--- src/rtl/wave_color_pkg.sv ---
// Shared types and constants for the trace-color controller.
package wave_color_pkg;

    typedef enum logic [1:0] {
        IDLE    = 2'd0,
        PENDING = 2'd1,
        AUTO    = 2'd2
    } state_t;

    localparam logic [3:0] KEY_NEXT = 4'd8;
    localparam logic [3:0] KEY_PREV = 4'd9;
    localparam int         HUE_MAX  = 1536;

    localparam logic [2:0]  RESET_IDX    = 3'd2;
    localparam logic [23:0] HUE_ZERO_RGB = 24'hFF0000;

    // Entry 0 is the rightmost element.
    localparam logic [7:0][23:0] PRESET_RGB = {
        24'hFF8000, 24'hFF00FF, 24'h00FFFF, 24'hFFFF00,
        24'h0000FF, 24'h00FF00, 24'hFF0000, 24'hFFFFFF
    };

    // Maps a key code to a preset index; 8/9 step relative to base.
    function automatic logic [2:0] key_idx(input logic [3:0] key, input logic [2:0] base);
        if (key == KEY_NEXT)      return base + 3'd1;
        else if (key == KEY_PREV) return base - 3'd1;
        else                      return key[2:0];
    endfunction

endpackage

--- src/rtl/wave_color_ctrl_hue.sv ---
// Combinational hue wheel: 11-bit phase (0..1535) to 24-bit RGB.
module hue_to_rgb (
    input  logic [10:0] phase,
    output logic [23:0] rgb
);
    logic [2:0] sector;
    logic [7:0] f;

    assign sector = phase[10:8];
    assign f      = phase[7:0];

    always_comb begin
        rgb = 24'hFF0000;
        case (sector)
            3'd0: rgb = {8'hFF,     f,         8'h00};
            3'd1: rgb = {8'hFF - f, 8'hFF,     8'h00};
            3'd2: rgb = {8'h00,     8'hFF,     f};
            3'd3: rgb = {8'h00,     8'hFF - f, 8'hFF};
            3'd4: rgb = {f,         8'h00,     8'hFF};
            3'd5: rgb = {8'hFF,     8'h00,     8'hFF - f};
            default: rgb = 24'hFF0000;
        endcase
    end
endmodule

--- src/rtl/wave_color_ctrl.sv ---
// Trace-color controller: color changes land only at blanking start.
// Optional hue fade compiled in with `define WAVE_COLOR_AUTO_EN.
module wave_color_ctrl
    import wave_color_pkg::*;
#(
    parameter int FRAMES_PER_STEP = 4,
    parameter int STEP            = 8
) (
    input  logic       clk,
    input  logic       reset,
    input  logic [3:0] keypad_value,
    input  logic       ready,
    input  logic       switch,
    input  logic       vsync,
    output logic       color_changing,
    output logic [7:0] trace_r,
    output logic [7:0] trace_g,
    output logic [7:0] trace_b
);
    state_t      state, state_nx;
    logic [2:0]  cur_idx, cur_nx;
    logic [2:0]  pend_idx, pend_nx, pend_eff;
    logic [23:0] rgb, rgb_nx;
    logic        vsync_q;
    logic        blank_start;
    logic        key_ok;

    assign blank_start = vsync_q & ~vsync;
    assign key_ok      = ready && (keypad_value <= KEY_PREV);
    assign pend_eff    = key_ok ? key_idx(keypad_value, pend_idx) : pend_idx;

    assign {trace_r, trace_g, trace_b} = rgb;

`ifdef WAVE_COLOR_AUTO_EN
    localparam int FW = (FRAMES_PER_STEP > 1) ? $clog2(FRAMES_PER_STEP) : 1;

    logic [10:0]   phase, phase_nx, phase_adv;
    logic [11:0]   phase_sum;
    logic [FW-1:0] fcnt, fcnt_nx;
    logic [23:0]   hue_adv;

    assign phase_sum = {1'b0, phase} + 12'(STEP);
    assign phase_adv = (phase_sum >= 12'(HUE_MAX)) ? 11'(phase_sum - 12'(HUE_MAX))
                                                   : phase_sum[10:0];

    hue_to_rgb u_hue (
        .phase (phase_adv),
        .rgb   (hue_adv)
    );
`else
    logic unused_switch;
    assign unused_switch = switch;
`endif

    always_comb begin
        state_nx = state;
        cur_nx   = cur_idx;
        pend_nx  = pend_idx;
        rgb_nx   = rgb;
`ifdef WAVE_COLOR_AUTO_EN
        phase_nx = phase;
        fcnt_nx  = fcnt;
`endif
        case (state)
            IDLE: begin
                // A key arriving with blank start waits for the next blank.
                if (key_ok) begin
                    pend_nx  = key_idx(keypad_value, cur_idx);
                    state_nx = PENDING;
                end
`ifdef WAVE_COLOR_AUTO_EN
                else if (blank_start && switch) begin
                    state_nx = AUTO;
                    phase_nx = '0;
                    fcnt_nx  = '0;
                    rgb_nx   = HUE_ZERO_RGB;
                end
`endif
            end
            PENDING: begin
                pend_nx = pend_eff;
                if (blank_start) begin
                    cur_nx   = pend_eff;
                    rgb_nx   = PRESET_RGB[pend_eff];
                    state_nx = IDLE;
`ifdef WAVE_COLOR_AUTO_EN
                    if (switch) begin
                        state_nx = AUTO;
                        phase_nx = '0;
                        fcnt_nx  = '0;
                    end
`endif
                end
            end
`ifdef WAVE_COLOR_AUTO_EN
            AUTO: begin
                if (blank_start) begin
                    if (!switch) begin
                        state_nx = IDLE;
                        rgb_nx   = PRESET_RGB[cur_idx];
                    end else if (fcnt == FW'(FRAMES_PER_STEP - 1)) begin
                        fcnt_nx  = '0;
                        phase_nx = phase_adv;
                        rgb_nx   = hue_adv;
                    end else begin
                        fcnt_nx  = fcnt + 1'b1;
                    end
                end
            end
`endif
            default: state_nx = IDLE;
        endcase
    end

    always_ff @(posedge clk or posedge reset) begin
        if (reset) begin
            state          <= IDLE;
            color_changing <= 1'b0;
            cur_idx        <= RESET_IDX;
            pend_idx       <= RESET_IDX;
            rgb            <= PRESET_RGB[RESET_IDX];
            vsync_q        <= 1'b1;
`ifdef WAVE_COLOR_AUTO_EN
            phase          <= '0;
            fcnt           <= '0;
`endif
        end else begin
            state          <= state_nx;
            color_changing <= (state_nx != IDLE);
            cur_idx        <= cur_nx;
            pend_idx       <= pend_nx;
            rgb            <= rgb_nx;
            vsync_q        <= vsync;
`ifdef WAVE_COLOR_AUTO_EN
            phase          <= phase_nx;
            fcnt           <= fcnt_nx;
`endif
        end
    end
endmodule

--- config.mk ---
export PLATFORM = sky130hd
export DESIGN_NAME = wave_color_ctrl
export DESIGN_NICKNAME = d
export VERILOG_FILES = /design/src/rtl/wave_color_pkg.sv /design/src/rtl/wave_color_ctrl_hue.sv /design/src/rtl/wave_color_ctrl.sv
export SDC_FILE = /design/constraint.sdc
export NUM_CORES = 1
export LEC_CHECK = 0
export BUFFER_PORTS_ARGS = -buffer_cell sky130_fd_sc_hd__buf_2
export CAP_MARGIN = 10
export CORE_MARGIN = 2
export CORE_UTILIZATION = 25
export DETAILED_ROUTE_END_ITERATION = 12
export GPL_TIMING_DRIVEN = 1
export HOLD_SLACK_MARGIN = 0.06
export SLEW_MARGIN = 0
export SYNTH_ARGS = -nofsm -noshare
export SYNTH_HDL_FRONTEND = slang
export SYNTH_HIERARCHICAL = 1
export SYNTH_SLANG_ARGS = --single-unit
--- constraint.sdc ---
create_clock -name clk -period 2.89 [get_ports clk]
set_input_delay 0.4335 -clock clk [delete_from_list [all_inputs] [get_ports clk]]
set_output_delay 0.4335 -clock clk [all_outputs]
set_load 0.03 [all_outputs]
Word level (Yosys, flattened, before mapping)
Memory sizes are Yosys's and may differ from the RTL's. A register that Yosys moved wholly into a read port is not among the register bits.
Index checks and enable logic that the tools add are counted.
{"block": "word_totals", "mem_count": 1, "mem_bits_ro": 192, "word_cells": 33, "regBits": 10, "out_inout_bits": 25}
{"name": "(name not given)", "depth": 8, "word_bits": 24, "read_ports": 1, "rd_ports_with_merged_regs": 1, "wr": 0, "line": "wave_color_ctrl.sv:84", "text": "rgb_nx = PRESET_RGB[pend_eff];"}
{"block": "op_classes", "add_sub_neg": 4, "bitwise": 2, "mux": 10, "n_eq_ne": 4, "n_reduce_logical": 6, "order_cmp": 1}
{"cell": "$mux W3", "n": 6}
{"cell": "$eq A4 B4 Y1 const B", "n": 2}
{"cell": "$add A3 B1 Y3 const B", "n": 2}
{"cell": "$pmux W3 S2", "n": 1}
{"cell": "$sub A3 B1 Y3 const B", "n": 2}
{"cell": "$le A4 B4 Y1 const B", "n": 1}
{"cell": "$mux W2", "n": 2}
{"cell": "$pmux W2 S2", "n": 1}
{"cell": "$reduce_and A2 Y1", "n": 2}
{"cell": "$reduce_bool A2 Y1", "n": 2}
{"cell": "$eq A2 B1 Y1 const B", "n": 1}
{"cell": "$logic_not A2 Y1", "n": 1}
{"cell": "$ne A2 B2 Y1 const B", "n": 1}
{"cell": "$and A1 B1 Y1", "n": 1}
{"cell": "$logic_and A1 B1 Y1", "n": 1}
{"cell": "$not A1 Y1", "n": 1}

Depth between registers and ports, before layout
{"block": "depth", "depth_word": 5, "mapped_depth": 9}

Worst setup path before layout
No wires, ideal clock.
{"block": "synth_path", "kind": "register -> register", "startpoint": "register pend_idx[1]", "endpoint": "register rgb[7]", "path_stages_with_launch": 9, "arrival_ps": 1881, "path_slack_ps": 875, "setup_ps": 133, "path_cell_list": "dfstp_2 inv_1 ha_1 xnor2_1 a221oi_1 o22a_2 ha_1 mux2i_1 o21ai_1"}
{"block": "synth_between", "elab_chain_len": 4, "elab_cells_between_ends": 5, "cone_classes": "add/sub (2); mux (3)"}
{"item": "start: declaration", "line": "wave_color_ctrl.sv:22", "text": "logic [2:0] pend_idx, pend_nx, pend_eff;"}
{"item": "start signal: assignment", "line": "wave_color_ctrl.sv:131", "text": "pend_idx <= pend_nx;"}
{"item": "$sub A3 B1 Y3", "line": "wave_color_pkg.sv:26", "text": "else if (key == KEY_PREV) return base - 3'd1;"}
{"item": "$mux W3", "line": "wave_color_pkg.sv:26"}
{"item": "$mux W3", "line": "wave_color_pkg.sv:25", "text": "if (key == KEY_NEXT) return base + 3'd1;"}
{"item": "$mux W3 (*)", "line": "wave_color_ctrl.sv:30", "text": "assign pend_eff = key_ok ? key_idx(keypad_value, pend_idx) : pend_idx;"}
{"item": "end: declaration", "line": "wave_color_ctrl.sv:23", "text": "logic [23:0] rgb, rgb_nx;"}
Mark *: on every way between the ends. The rest lies on a longest branch, timed or not.
A chain may end at the register's enable or synchronous reset.

Worst setup path after layout
Ends and elaborated chain as after synthesis.

==> flow_metrics.env <==
export IMPL_dp_hpwl_um=1550
export IMPL_dieArea_um2=4980
export IMPL_crit_chain="inv_1 > ha_1 > xnor2_1 > a221oi_1 > o22a_2 > ha_1 > mux2i_1 > o21ai_1"
export IMPL_clk_pin_slew_ns=0.06
export IMPL_syn_cell_area_um2=1110
export IMPL_fin_skew_ns=0.000925
export IMPL_cts_num_sinks=14
export IMPL_gr_total_overflow=0
export IMPL_worstSetupStartpointType="flop"
export IMPL_rows=24
export IMPL_first_iter_violations=68
export IMPL_slowest_stage="dfstp_2"
export IMPL_synth_fa_ha_area_frac=0.0677
export IMPL_max_slew_margin=0.636
export IMPL_synthMuxAreaShare=0.0282
export IMPL_outcome="finished, final reports clean"
export IMPL_path_delay_family="compound AO/OA/AOI/OAI gates"
export IMPL_cp_end_kind="flop"
export IMPL_p_per_area_nw_per_um2=941
export IMPL_first_pass_iters=4
export IMPL_tightest_slew_ns=0.545
export IMPL_max_cap_violations=0
export IMPL_cts_hold_buf=0
export IMPL_grt_pass1_vias=756
export IMPL_max_freq_mhz=457
export IMPL_htreeDepth=1
export IMPL_dpl_cell_area_um2=1160
export IMPL_grt_first_pass_wirelength_um=3590
export IMPL_critPathMaxFanout=6
export IMPL_cts_repair_resized=0
export IMPL_grt_usage=0.0894
export IMPL_die_w_um=70.6
export IMPL_synth_edf_count=0
export IMPL_crit_arrival_ns=2.31
export IMPL_fillers=478
export IMPL_drc_errors=0
export IMPL_path_class="flop to flop"
export IMPL_synth_top_family_by_area="buffers and inverters"
export IMPL_synth_compound_area_share=0.193
export IMPL_netlist_instances=119
export IMPL_clock_path_buffers=2
export IMPL_tritoncts="built"
export IMPL_core_um2=4320
export IMPL_yosys_register_bits=14
export IMPL_cpMostUsedCell="ha_1"
export IMPL_ant_nets=0
export IMPL_port_buffers=32
export IMPL_start_util=0.256
export IMPL_ys_warn_count=6
export IMPL_syn_avg_cell_area_um2=9.32
export IMPL_clk_latency_ns=0.25
export IMPL_finalNetCount=147
export IMPL_gp_congestion=0.867
export IMPL_setup_viol=0
export IMPL_drv_slew=0
export IMPL_postLayoutCellArea_um2=1220
export IMPL_peakVddDrop_mv=0.443
export IMPL_period_share=0.757
export IMPL_num_vias=788
export IMPL_drt_vias_per_instance=4.31
export IMPL_synth_cell_types=46
export IMPL_root_buffer="clkbuf_8"
export IMPL_fp_dieH_um=70.6
export IMPL_yosysSeqAreaShare=0.322
export IMPL_post_cts_buffers=0
export IMPL_worst_hold_slack_ns=0.220
export IMPL_synthSimpleGateAreaFrac=0.150
export IMPL_min_path_type="primary input to asynchronous set/reset pin"
export IMPL_p_leak_nw=0.605
export IMPL_worst_ep_required_time_ns=3.01
export IMPL_cts_buffers=3
export IMPL_antenna_cells=0
export IMPL_rsz0062_at_grt="false"
export IMPL_grt_max_degree=15
export IMPL_routed_wl_um=2070
export IMPL_layout_cells_non_filler=183
export IMPL_critPathMaxStageDelay_ns=0.56
export IMPL_synth_xor_area_frac=0.0395
export IMPL_antenna_found_initial=0
export IMPL_ios=34
export IMPL_critPathBufInv=1
export IMPL_synth_async_sr_flop_share=1.00
export IMPL_synthFlopType="dfrtp_1"
export IMPL_wl_per_cell_um=11.3
export IMPL_drive_above_1_share=0.374
export IMPL_syn2layout_area_growth_pct=9.71
export IMPL_final_min_clock_period_ns=2.19
export IMPL_finalHoldViolations=0
export IMPL_dp_cells=179
export IMPL_tns_ns=0
export IMPL_synth_fp_nets=134
export IMPL_final_util=0.281
[synthesized netlist by cell type (2+ instances only)]
master / count / area, um2
buf_4: 20 / 150
inv_1: 12 / 45.0
dfrtp_1: 9 / 225
nand2_1: 9 / 33.8
ha_1: 6 / 75.1
nor2_1: 6 / 22.5
dfstp_2: 5 / 131
o21ai_1: 4 / 20.0
xnor2_1: 4 / 35.0
clkbuf_1: 3 / 11.3
a21oi_1: 2 / 10.0
a311oi_1: 2 / 17.5
and2_1: 2 / 12.5
mux2i_1: 2 / 20.0
o311ai_1: 2 / 17.5
[cell families after synthesis]
| group | after synthesis |
|---|---|
| AO/OA/AOI/OAI | 25 |
| XOR/XNOR | 5 |
| adder cells (fa/ha/maj) | 6 |
| buffers and inverters | 36 |
| flip-flops | 14 |
| multiplexers | 3 |
| other | 1 |
| AND/OR/NAND/NOR | 29 |
[where the power goes]
| group | internal [mW] | total, mW | switching, mW | leakage, nW |
|---|---|---|---|---|
| Sequential | 0.261 | 0.324 | 0.0628 | 0.163 |
| Combinational | 0.199 | 0.627 | 0.429 | 0.414 |
| Clock | 0.121 | 0.193 | 0.0721 | 0.0288 |
| Total | 0.581 | 1.14 | 0.564 | 0.605 |
[per-layer routing]
| layer | vias to the layer above | GRT usage | part of all wire |
|---|---|---|---|
| li1 | 413 | - | - |
| met1 | 352 | 0.118 | 0.49 |
| met2 | 18 | 0.138 | 0.44 |
| met3 | 5 | 0.0157 | 0.045 |
| met4 | 0 | 0.0503 | 0.026 |
| met5 | - | 0 | 0 |
[path summary, 6_finish.rpt]
kind | start | cells past startpoint | slack, ns | end
worst max-delay path | pend_idx[1]$_DFFE_PP1P_ | 8 | 0.70 | rgb[7]$_DFFE_PP0P_
worst min-delay path | reset | 2 | 0.22 | pend_idx[2]$_DFFE_PP0P_
worst max register to register | pend_idx[1]$_DFFE_PP1P_ | 8 | 0.70 | rgb[7]$_DFFE_PP0P_
worst min register to register | rgb[15]$_DFFE_PP1P_ | 2 | 0.50 | rgb[15]$_DFFE_PP1P_
max in group asynchronous | reset | 2 | 2.30 | rgb[15]$_DFFE_PP1P_
min in group clk | vsync | 1 | 0.30 | vsync_q$_DFF_PP1_
[registers in the layout, summed over array words and instances, names as in the netlist]
name,count
cur_idx,3
color_changing,1
state,2
pend_idx,3
vsync_q,1
rgb,4
[placed cells by master (no fill, tap or decap), types with 4 or more instances in the layout]
cell type / netlist / layout
nor2_1: 6 / 6
xnor2_1: 4 / 4
buf_2: 0 / 32
clkbuf_8: 0 / 4
o21ai_1: 4 / 4
inv_1: 12 / 12
ha_1: 6 / 6
nand2_1: 9 / 9
dfstp_2: 5 / 5
dfrtp_1: 9 / 9
[metrics by stage]
step | power [mW] | setup slack [ns]
after floorplan | 0.944 | 0.875
after global placement | 0.961 | 0.698
after detailed placement | 0.965 | 0.702
after CTS | 1.16 | 0.691
after global routing | 1.22 | 0.497
final | 1.14 | 0.703
[final cells by class]
cell class                      count  area (um2)  share of cell area
Multi-Input combinational cell     69         534               0.439
Sequential cell                    14         357               0.293
Timing Repair Buffer               32         160               0.132
Tap cell                           52        65.1              0.0535
Clock buffer                        4        55.1              0.0453
Inverter                           12        45.0              0.0370
Power figures use the tool's default switching activity.
